## config.mk

```make
export PLATFORM = sky130hd
export DESIGN_NAME = mac_norm_pipe
export DESIGN_NICKNAME = d
export VERILOG_FILES = /design/src/rtl/mac_norm_pipe.sv
export SDC_FILE = /design/constraint.sdc
export NUM_CORES = 1
export LEC_CHECK = 0
export CAP_MARGIN = 5
export CORE_MARGIN = 3
export CORE_UTILIZATION = 55
export CTS_BUF_LIST = sky130_fd_sc_hd__clkbuf_8
export DETAILED_ROUTE_END_ITERATION = 8
export GPL_TIMING_DRIVEN = 0
export HOLD_SLACK_MARGIN = 0.06
export PLACE_DENSITY = 0.83
export SYNTH_ARGS = -nofsm -noshare
export SYNTH_HDL_FRONTEND = slang
export SYNTH_SLANG_ARGS = --single-unit
```

## constraint.sdc

```tcl
create_clock -name clk -period 3.47 [get_ports clk]
set_clock_uncertainty 0.15 [all_clocks]
set_input_delay 0.347 -clock clk [delete_from_list [all_inputs] [get_ports clk]]
set_output_delay 0.347 -clock clk [all_outputs]
set_load 0.005 [all_outputs]
```

## src/rtl/mac_norm_pipe.sv

```systemverilog
`default_nettype none
// ============================================================================
// Module      : mac_norm_pipe
// Description : Two-stage valid/ready normalisation pipeline ahead of the FP16
//               MAC exponent/output formatter. Stage 1 finds the leading one
//               of the accumulator magnitude and classifies the sum as zero,
//               flush (leading one below bit 6) or normal. Stage 2 barrel-
//               shifts the magnitude so the leading one lands on bit 10 and
//               registers every formatter-facing output.
//
// Ports       : clk, rst_n (async, active-low)
//               in_valid / in_ready      upstream handshake
//               sum_mag[23:0], sum_sign  sign/magnitude accumulator sum
//               max_exp_in[5:0]          block max exponent (passthrough)
//               q_frac_in[4:0]           fraction offset (passthrough)
//               out_valid / out_ready    downstream handshake
//               norm_sum_with_leading1   11-bit significand, leading one at b10
//               signed_exp_diff[4:0]     two's-complement exponent correction
//               exp_carry                sum occupied bit 23
//               sign, max_exp, Q_frac    registered passthroughs
//               flush_cnt[7:0]           saturating count of flushed sums
//
// Revision    : 1.0 - initial release
// ============================================================================
module mac_norm_pipe (
    input  logic        clk,
    input  logic        rst_n,
    input  logic        in_valid,
    output logic        in_ready,
    input  logic [23:0] sum_mag,
    input  logic        sum_sign,
    input  logic [5:0]  max_exp_in,
    input  logic [4:0]  q_frac_in,
    output logic        out_valid,
    input  logic        out_ready,
    output logic [10:0] norm_sum_with_leading1,
    output logic [4:0]  signed_exp_diff,
    output logic        exp_carry,
    output logic        sign,
    output logic [5:0]  max_exp,
    output logic [4:0]  Q_frac,
    output logic [7:0]  flush_cnt
);

    localparam logic [4:0] c_top_pos   = 5'd23;  // sum overflowed into bit 23
    localparam logic [4:0] c_ref_pos   = 5'd22;  // position giving zero correction
    localparam logic [4:0] c_flush_pos = 5'd6;   // below this the sum is flushed
    localparam logic [7:0] c_cnt_max   = 8'hFF;

    // ------------------------------------------------------------------
    // Handshake
    // ------------------------------------------------------------------
    logic r_v1;
    logic r_v2;
    logic w_s2_adv;
    logic w_s1_adv;

    assign w_s2_adv = !r_v2 || out_ready;
    assign w_s1_adv = !r_v1 || w_s2_adv;
    assign in_ready = w_s1_adv;   // equals !v1 | !v2 | out_ready
    assign out_valid = r_v2;

    // ------------------------------------------------------------------
    // Stage 1: leading-one detection
    // ------------------------------------------------------------------
    logic [4:0] w_pos;
    logic       w_zero;
    logic       w_flush;

    always_comb begin
        w_pos = '0;
        // Ascending scan: the highest set bit is the last one written.
        for (int i = 0; i < 24; i++) begin
            if (sum_mag[i]) begin
                w_pos = 5'(i);
            end
        end
    end

    assign w_zero  = (sum_mag == 24'd0);
    assign w_flush = !w_zero && (w_pos < c_flush_pos);

    logic [23:0] r1_mag;
    logic        r1_sign;
    logic [5:0]  r1_max_exp;
    logic [4:0]  r1_q_frac;
    logic [4:0]  r1_pos;
    logic        r1_zero;
    logic        r1_flush;

    always_ff @(posedge clk or negedge rst_n) begin
        if (!rst_n) begin
            r_v1       <= 1'b0;
            r1_mag     <= '0;
            r1_sign    <= 1'b0;
            r1_max_exp <= '0;
            r1_q_frac  <= '0;
            r1_pos     <= '0;
            r1_zero    <= 1'b0;
            r1_flush   <= 1'b0;
        end else if (w_s1_adv) begin
            r_v1 <= in_valid;
            if (in_valid) begin
                r1_mag     <= sum_mag;
                r1_sign    <= sum_sign;
                r1_max_exp <= max_exp_in;
                r1_q_frac  <= q_frac_in;
                r1_pos     <= w_pos;
                r1_zero    <= w_zero;
                r1_flush   <= w_flush;
            end
        end
    end

    // ------------------------------------------------------------------
    // Stage 2: barrel shift and output mapping
    // ------------------------------------------------------------------
    logic [4:0]  w_shamt;
    logic [23:0] w_shifted;
    logic [10:0] w_norm;
    logic [4:0]  w_diff;
    logic        w_carry;
    logic        w_unused_bits;

    // Only meaningful for pos 6..22; at pos 23 the wrapped amount is ignored.
    assign w_shamt   = c_ref_pos - r1_pos;
    assign w_shifted = r1_mag << w_shamt;
    assign w_unused_bits = ^{w_shifted[23], w_shifted[11:0]};

    always_comb begin
        w_norm  = '0;
        w_diff  = '0;
        w_carry = 1'b0;
        if (r1_zero || r1_flush) begin
            w_norm  = '0;
            w_diff  = '0;
            w_carry = 1'b0;
        end else if (r1_pos == c_top_pos) begin
            w_norm  = r1_mag[23:13];
            w_carry = 1'b1;
        end else begin
            w_norm = w_shifted[22:12];
            // Wraps to the negative correction for pos < 22.
            w_diff = r1_pos - c_ref_pos;
        end
    end

    logic [10:0] r2_norm;
    logic [4:0]  r2_diff;
    logic        r2_carry;
    logic        r2_sign;
    logic [5:0]  r2_max_exp;
    logic [4:0]  r2_q_frac;

    always_ff @(posedge clk or negedge rst_n) begin
        if (!rst_n) begin
            r_v2       <= 1'b0;
            r2_norm    <= '0;
            r2_diff    <= '0;
            r2_carry   <= 1'b0;
            r2_sign    <= 1'b0;
            r2_max_exp <= '0;
            r2_q_frac  <= '0;
        end else if (w_s2_adv) begin
            r_v2 <= r_v1;
            if (r_v1) begin
                r2_norm    <= w_norm;
                r2_diff    <= w_diff;
                r2_carry   <= w_carry;
                r2_sign    <= r1_sign;
                r2_max_exp <= r1_max_exp;
                r2_q_frac  <= r1_q_frac;
            end
        end
    end

    assign norm_sum_with_leading1 = r2_norm;
    assign signed_exp_diff        = r2_diff;
    assign exp_carry              = r2_carry;
    assign sign                   = r2_sign;
    assign max_exp                = r2_max_exp;
    assign Q_frac                 = r2_q_frac;

    // ------------------------------------------------------------------
    // Flush counter: counts flush beats as they move into stage 2
    // ------------------------------------------------------------------
    logic [7:0] r_flush_cnt;

    always_ff @(posedge clk or negedge rst_n) begin
        if (!rst_n) begin
            r_flush_cnt <= '0;
        end else if (w_s2_adv && r_v1 && r1_flush && (r_flush_cnt != c_cnt_max)) begin
            r_flush_cnt <= r_flush_cnt + 8'd1;
        end
    end

    assign flush_cnt = r_flush_cnt;

endmodule
`default_nettype wire
```

== Yosys cells after proc, flatten, opt, wreduce, memory -nomap -nowiden ==
Index checks and enable logic that the tools add are counted.
Widths: inputs -> output; s select.
Word-level totals
  register bits after elaboration: 82
  bits of input ports: 40
  output and inout bits: 39
  word-level logic and storage cells: 65
Operators by class
  muxes and demuxes: 29
  shifts and indexed selects: 1
  reduce and logical (&&, ||, !) cells: 13
  add/subtract/negate cells: 3
  equality and inequality tests: 2
  magnitude comparators: 1
Operators by type and width (number)
  $mux 5: 21
  $logic_not 24->1: 1
  $shl 24x5->23: 1
  $mux 11: 2
  $add 8x1->8 const B: 1
  $ne 8x8->1 const B: 1
  $eq 5x5->1 const B: 1
  $lt 5x3->1 const B: 1
  $sub 5x5->5 const A: 1
  $sub 5x5->5 const B: 1
  $logic_and 1x1->1: 4
  $mux 2: 2
  $reduce_and 2->1: 2
  $logic_not 1->1: 3
  $logic_or 1x1->1: 3
  $mux 1: 3
  $mux 3: 1

== Longest topological paths before layout ==
  word-level depth: 25
  depth in mapped cells: 8
  mapped depth without buffers: 6

== Least setup slack after synthesis ==
No wires, ideal clock.
  path kind: reg-to-reg
  start point: reg r1_pos[0]
  end point: reg r2_norm[8], in the netlist norm_sum_with_leading1[8]
  cell stages (with the launch flop): 8
  data arrival time: 2.276 ns
  clock period less this slack: 2.553 ns
  slack: 0.917 ns
  cells stage by stage: dfrtp_1 -> ha_1 -> clkbuf_1 -> buf_1 -> mux4_2 -> mux4_2 -> nor3b_1 -> a31oi_1
On the way
  cells in the longest elaborated chain, start to end: 4
  elaborated cells on any way between the ends: 5
Ends and longest elaborated chain
  start, declared: RTL line 87  | logic [4:0] r1_pos;
  start signal, assigned: RTL line 108  | r1_pos <= w_pos;
  $sub 5x5->5: RTL line 126  | assign w_shamt = c_ref_pos - r1_pos;
  $shl 24x5->23: RTL line 127  | assign w_shifted = r1_mag << w_shamt;
  $mux 11 *: RTL line 138  | end else if (r1_pos == c_top_pos) begin
  $mux 11 *: RTL line 134  | if (r1_zero || r1_flush) begin
  end signal, assigned: RTL line 167  | r2_norm <= w_norm;
  end, declared: RTL line 148  | logic [10:0] r2_norm;
Mark *: on every way between the ends. The rest lies on a longest branch, timed or not.
A chain may end at the register's enable or synchronous reset.

== Worst setup path after layout ==
  start point: reg r1_pos[0]
  end point: reg r2_norm[9], in the netlist norm_sum_with_leading1[9]
Same word-level chain as after synthesis.

==> run metrics <==
Final Hold Violating Endpoints=0; CTS clk-pin slew, worst paths=roughly 0.1 ns; leakage=2.33 nW; CP required=3.55 ns; GRT met2 Usage=0.395; crit path DAT=3.11 ns; Hold WC Path Type=in -> async; met3 usage=0.0562; DP HPWL=8670 um; DRT antenna net count=0; Final setup viols=0; per-cell routed wire length=19.2 um; Max Transition Viols Final=0; status=finished, violations left; post-synthesis async set-or-reset flop share=1.00; Seq/Total Area, Yosys=0.454; grt ovf=0; drt pass-1 iters=5; pwr dens=573 nW/um^2; clk sinks=just over 80; Core ar.=roughly 8000 um^2; commonest non-fill, non-tap cell in the layout=dfrtp_1; P&R area growth vs syn=26.0%; crit path time final=3.03 ns; Unique masters post-synth=54; CP max stage delay=0.47 ns; Initial DRC Count=252; placed cells=about 590; Ys Warns=0; Initial Util=0.575; Port Buffers=78; Die Span X=96.6 um; met1 Use GR=0.352; worst rel slew slack=0.0202; Syn Inst Count=404; vias in the first global route=around 3700; first-pass GRT wire length=between 15000 and 20000 um; CP max FO=10; most frequent cells in the layout=dfrtp_1 (82), clkdlybuf4s50_1 (77), mux2_2 (45); critical-path cell list=ha_1, clkbuf_1, buf_1, mux4_2, mux2i_1, nor3_1, or3_1; CTS resizes=0; Post-synth EDFFs=0; initial antenna violation count=0; FMAX=330 MHz; final worst path period share=0.874; Pwr Total=0.00326 W; largest net degree at the start of global routing=55; unrepaired setup endpoints after global routing=no; max-cap violations=1; H-tree depth=3; CP Launch Type=flip-flop; drt via density=6.28; CTS tree=yes; die area=9330 um^2; Die Height=approximately 97 um; vias post-DR=3781; layout cells sized above 1=0.184; Routed WL=roughly 12000 um; Crit. End Element=flip-flop; critical path class=reg -> reg; clock insertion delay at the later pin of the skew report=~0.36 ns; Yosys reg bits=between 80 and 90; synthesized area=4520 um^2; most used routing layer=met2; Max VDD drop=0.000381 V; fin cells=602; gpl congestion=0.953; Slowest cell on crit path=dfrtp_1; Mapped Nets=447; Max Root-Sink Buffers=2; I/O Pins=79; total track usage=0.256; drt drc=0; Post-CTS Setup Repair Bufs=0; worst slew pin tran=1.46 ns; std cell rows=32; synthesized area per cell=11.2 um^2; Num CTS Buffers=9; failing checks=capacitance limit; ANT cells=0; NumNets Final=538; CTS Root Cell=clkbuf_8; Main synth FF type=dfrtp_1
synth_stat cells, types with 2 or more instances:
cell type   n  share of area
o31ai_1     2         0.0033
mux4_2     20           0.10
nand4_1     4         0.0055
nor3b_1     2         0.0033
dfrtp_1    82           0.45
buf_1       5         0.0042
a21oi_1    14          0.016
a31oi_1     2         0.0028
or3_1       5         0.0069
a21boi_0    2         0.0033
a211oi_1    3         0.0050
nor4_1      5         0.0069
clkbuf_1   12          0.010
nand2b_1    2         0.0028
xnor2_1     9          0.017
xor2_1      4         0.0078
o21ai_0    31          0.034
nand3b_1    3         0.0050
nand2_1    39          0.032
mux2_2     45           0.11
o211ai_1    8          0.013
nor2_1     16          0.013
inv_1       8         0.0067
buf_2       2         0.0022
a221o_1     2         0.0044
nand3_1    20          0.022
or2_2       2         0.0028
ha_1        3         0.0083
nor3_1      8         0.0089
a22o_1      4         0.0078
nor2b_1     5         0.0069
a22oi_1     4         0.0067
and3_1      3         0.0042
mux2i_1     8          0.018
area by class of cell:
cell class                      instances  area, um^2
Timing Repair Buffer                   80         816
Sequential cell                        82        2050
Tap cell                              102         128
Fill cell                             581        2160
Inverter                                8        30.0
Clock inverter                          7         105
Multi-Input combinational cell        293        2340
Buffer                                 21        92.6
Clock buffer                            9         124
metrics by stage:
step	util	TNS (ns)	area, um^2	hold WS, ns	setup slack, ns
global route	0.725	0	5690	0.336	0.269
finish	0.725	0	5690	0.294	0.439
detailed placement	0.694	0	5450	0.148	0.486
CTS	0.725	0	5690	0.295	0.471
floorplan	-	0	4520	-0.0986	0.917
global placement	0.691	-71.48	5420	0.305	-0.879
report_power, final:
part	total, W	internal (W)	switching [W]	leakage [nW]
clock	0.000808	0.000420	0.000388	0.118
combinational	0.00116	0.000653	0.000510	1.22
sequential	0.00129	0.00114	0.000148	0.992
registers in the layout, indices dropped and copies added (netlist names), 5 cells and up:
signal,flops
r1_mag,24
norm_sum_with_leading1,11
flush_cnt,8
max_exp,6
r1_max_exp,6
Q_frac,5
r1_pos,5
r1_q_frac,5
signed_exp_diff,5
worst max-delay path: cells and delay by family (launching register included):
kind / cells / cell delay (ns)
buf+inv: 2 / 0.76
mux: 2 / 0.77
flops: 1 / 0.47
fa+ha+maj: 1 / 0.31
simple gates: 2 / 0.45
per-layer routing:
| metal | up-vias | wire length (um) |
|---|---|---|
| met2 | 216 | 5260 |
| met1 | 1825 | 4890 |
| li1 | 1708 | - |
| met3 | 32 | 980 |
| met4 | 0 | 402 |
| met5 | - | 0 |
logic make-up after synthesis:
group,after synthesis,share of synthesized area
multiplexers,74,0.236
flip-flops,82,0.454
AO/OA/AOI/OAI,83,0.117
adder cells (fa/ha/maj),3,0.00831
buffers and inverters,29,0.0272
XOR/XNOR,13,0.0252
AND/OR/NAND/NOR,120,0.132
final timing paths:
path,from,endpoint,slack [ns],depth (start not counted)
setup / recovery,r1_pos[0],norm_sum_with_leading1[9],0.44,7
hold / removal,rst_n,norm_sum_with_leading1[3],0.29,2
setup reg to reg,r1_pos[0],norm_sum_with_leading1[9],0.44,7
hold reg to reg,exp_carry,exp_carry,0.33,1
max in group asynchronous,rst_n,max_exp[1],2.27,3
min in group clk,exp_carry,exp_carry,0.33,1
what timing repair did:
action                     4_1_cts  5_1_grt
hold endpoints to repair        28        0
hold buffers                     1        0
setup endpoints to repair        0        0
Note: power is estimated with default switching activity, not from simulation.
==> edit (same flow settings) <==
Make the reset (`rst_n`) synchronous in 3 clocked blocks. Comments in the files are not updated.
--- a/src/rtl/mac_norm_pipe.sv
+++ b/src/rtl/mac_norm_pipe.sv
@@ -90,3 +90,3 @@
 
-    always_ff @(posedge clk or negedge rst_n) begin
+    always_ff @(posedge clk) begin
         if (!rst_n) begin
@@ -154,3 +154,3 @@
 
-    always_ff @(posedge clk or negedge rst_n) begin
+    always_ff @(posedge clk) begin
         if (!rst_n) begin
@@ -188,3 +188,3 @@
 
-    always_ff @(posedge clk or negedge rst_n) begin
+    always_ff @(posedge clk) begin
         if (!rst_n) begin
Formal check against the unedited RTL: differs if rst_n is asserted again (counterexample within 4 cycles, from zero or initial values and one cycle with rst_n low); with rst_n held inactive, the same outputs for 10 cycles.
==> edit against the original RTL <==
  * Routed wire length grew 4.0%
  * Sequential cell count stayed put
  * Worst setup slack improved by 0.34 ns
  * Via count grew 11%
  * Synthesized area fell by 5.5%
  * Cell area decreased by 5.0%
  * Critical path depth up 2
  * Non-clock buffer count grew 9
  * Sequential share of layout area shrank 5.7 points
  * Count of clock-buffer cells in the layout rose by 1
  * Global-route usage is 2.6 points higher
  * Die area decreased by 5.2%
  * Highest routed layer unchanged
Power is not compared: it rests on default switching activity, and its combinational part moved more than twofold at a synthesized area within 25%.
==> edit: results (changes against the original RTL) <==
final_estimated_routing_congestion_in_global_placement: 0.943  # was 0.953
ff2ff_path_depth: 9  # was 7
layout-drive-gt1-share_pct: 8.33  # was 18.4%
capturing_element_of_the_worst_setup_path: "norm_sum_with_leading1[7]"  # was norm_sum_with_leading1[9]
count_of_distinct_cell_types_in_the_synthesized_netlist: 57  # was 54
filler_cell_count: 589  # was 581
critPathLaunch: "r1_pos[1]"  # was r1_pos[0]
grt_max_degree: 16  # was 55
synth_top_cells_by_area: "dfxtp_1 38%, nand2_1 11%, a21oi_1 8.2%"  # was dfrtp_1 45%, mux2_2 11%, mux4_2 10%
synthAdderAreaFrac_pct: 0.880  # was 0.831%
detail_route.wirelength_mm: 12.0  # was 11.5 mm
async_reset_ff_share_pct: 0  # was 100%
grt_first_pass_wirelength_mm: 19.4  # about the same
synth_nets: 561  # was 447
dp_hpwl_mm: 9.23  # was 8.67 mm
largest-register: "r1_mag"  # unchanged
vias_per_cell: 5.90  # was 6.28
globalRouteTotalUtil_pct: 28.2  # was 25.6%
final_stage_net_count: 650  # was 538
worst_hold_startpoint: "r1_q_frac[1]"
status: "complete, no violations"  # was finished, violations left
htree_levels: 3  # unchanged
placed_area_sq_um: 5170  # was 5450 sq um
netlist_top_cells_count: "130 x nand2_1, 82 x dfxtp_1, 70 x a21oi_1"  # was 82 x dfrtp_1, 45 x mux2_2, 39 x nand2_1
synth-compound-area-share_pct: 18.4  # was 11.7%
worst_hold_path_type: "flop to flop"  # was input port to async pin
synth_xor_area_share_pct: 3.05  # was 2.52%
regToRegSetupSlack_ns: 0.78  # was 0.44 ns
worst-endpoint-arrival_ns: 2.79  # was 3.11 ns
number_of_global_route_vias_before_repair: 3966  # was 3,731
first_iter_violations: 314  # was 252
seq_area_frac_synth_pct: 38.5  # was 45.4%
multiplexer_fraction_of_the_synthesized_cell_area_pct: 15.1  # was 23.6%
cap_violations: 0  # was 1
slew_headroom_pct: 46.5  # was 2.02%
-- edit: changes by cell type in the layout (fill, tap and decap cells not counted), moves of 14 or more --
cell,delta
nand2_1,+91
dfrtp_1,-82
o21ai_0,-17
nand3_1,-14
dfxtp_1,+82
mux2_2,-30
mux2i_1,+15
a21oi_1,+56
mux4_2,-14
nor2_1,+19
-- edit: logic make-up after synthesis --
family	Yosys count
adder cells (fa/ha/maj)	3
AND/OR/NAND/NOR	200
AO/OA/AOI/OAI	129
flip-flops	82
buffers and inverters	41
multiplexers	49
XOR/XNOR	14
-- edit: power breakdown --
group	leakage [nW]	switching, mW	total [mW]	internal [mW]
clock network	0.115	0.381	0.815	0.434
registers	0.670	0.0356	1.01	0.979
logic	1.27	0.218	0.414	0.196
total	2.06	0.635	2.24	1.61
-- edit: worst min path at each step --
stage | to | slack [ns] | cells after the start
finish | Q_frac[1] | 0.31 | 2
global route | Q_frac[1] | 0.33 | 2
CTS | Q_frac[1] | 0.31 | 2
detailed placement | Q_frac[3] | 0.30 | 2
global placement | Q_frac[0] | 0.29 | 2
floorplan | Q_frac[0] | 0.28 | 2
-- edit: stage by stage --
step	hold slack, ns	std cells	utilization (%)	setup slack (ns)
after floorplan	0.282	518	-	1.16
after global placement	0.288	695	70.2	0.774
after detailed placement	0.296	695	70.2	0.736
after CTS	0.309	711	73.3	0.755
after global routing	0.326	711	73.3	0.586
final	0.308	711	73.3	0.776
-- edit: layer usage --
metal	up-vias	track usage (%)	wire length, um
met5	-	0	0
met4	0	10.6	233
met3	21	4.33	776
met2	167	43.3	5480
met1	1988	40.0	5510
li1	2017	-	-
-- edit: layout make-up --
type | count | area (sq um) | share of cell area, %
Sequential cell | 82 | 1640 | 30.4
Clock buffer | 10 | 138 | 2.55
Inverter | 9 | 33.8 | 0.625
Multi-Input combinational cell | 395 | 2440 | 45.1
Timing Repair Buffer | 78 | 781 | 14.4
Tap cell | 99 | 124 | 2.29
Clock inverter | 6 | 96.3 | 1.78
Buffer | 32 | 154 | 2.85
-- edit: critical path, cell delays in order, from the launching register on --
cell and delay (ns):
dfxtp_1 0.38, ha_1 0.31, buf_6 0.14, buf_2 0.28, mux2_2 0.37, mux2i_1 0.27
mux2i_1 0.14, mux2i_1 0.23, o2111ai_1 0.12, and3_1 0.19
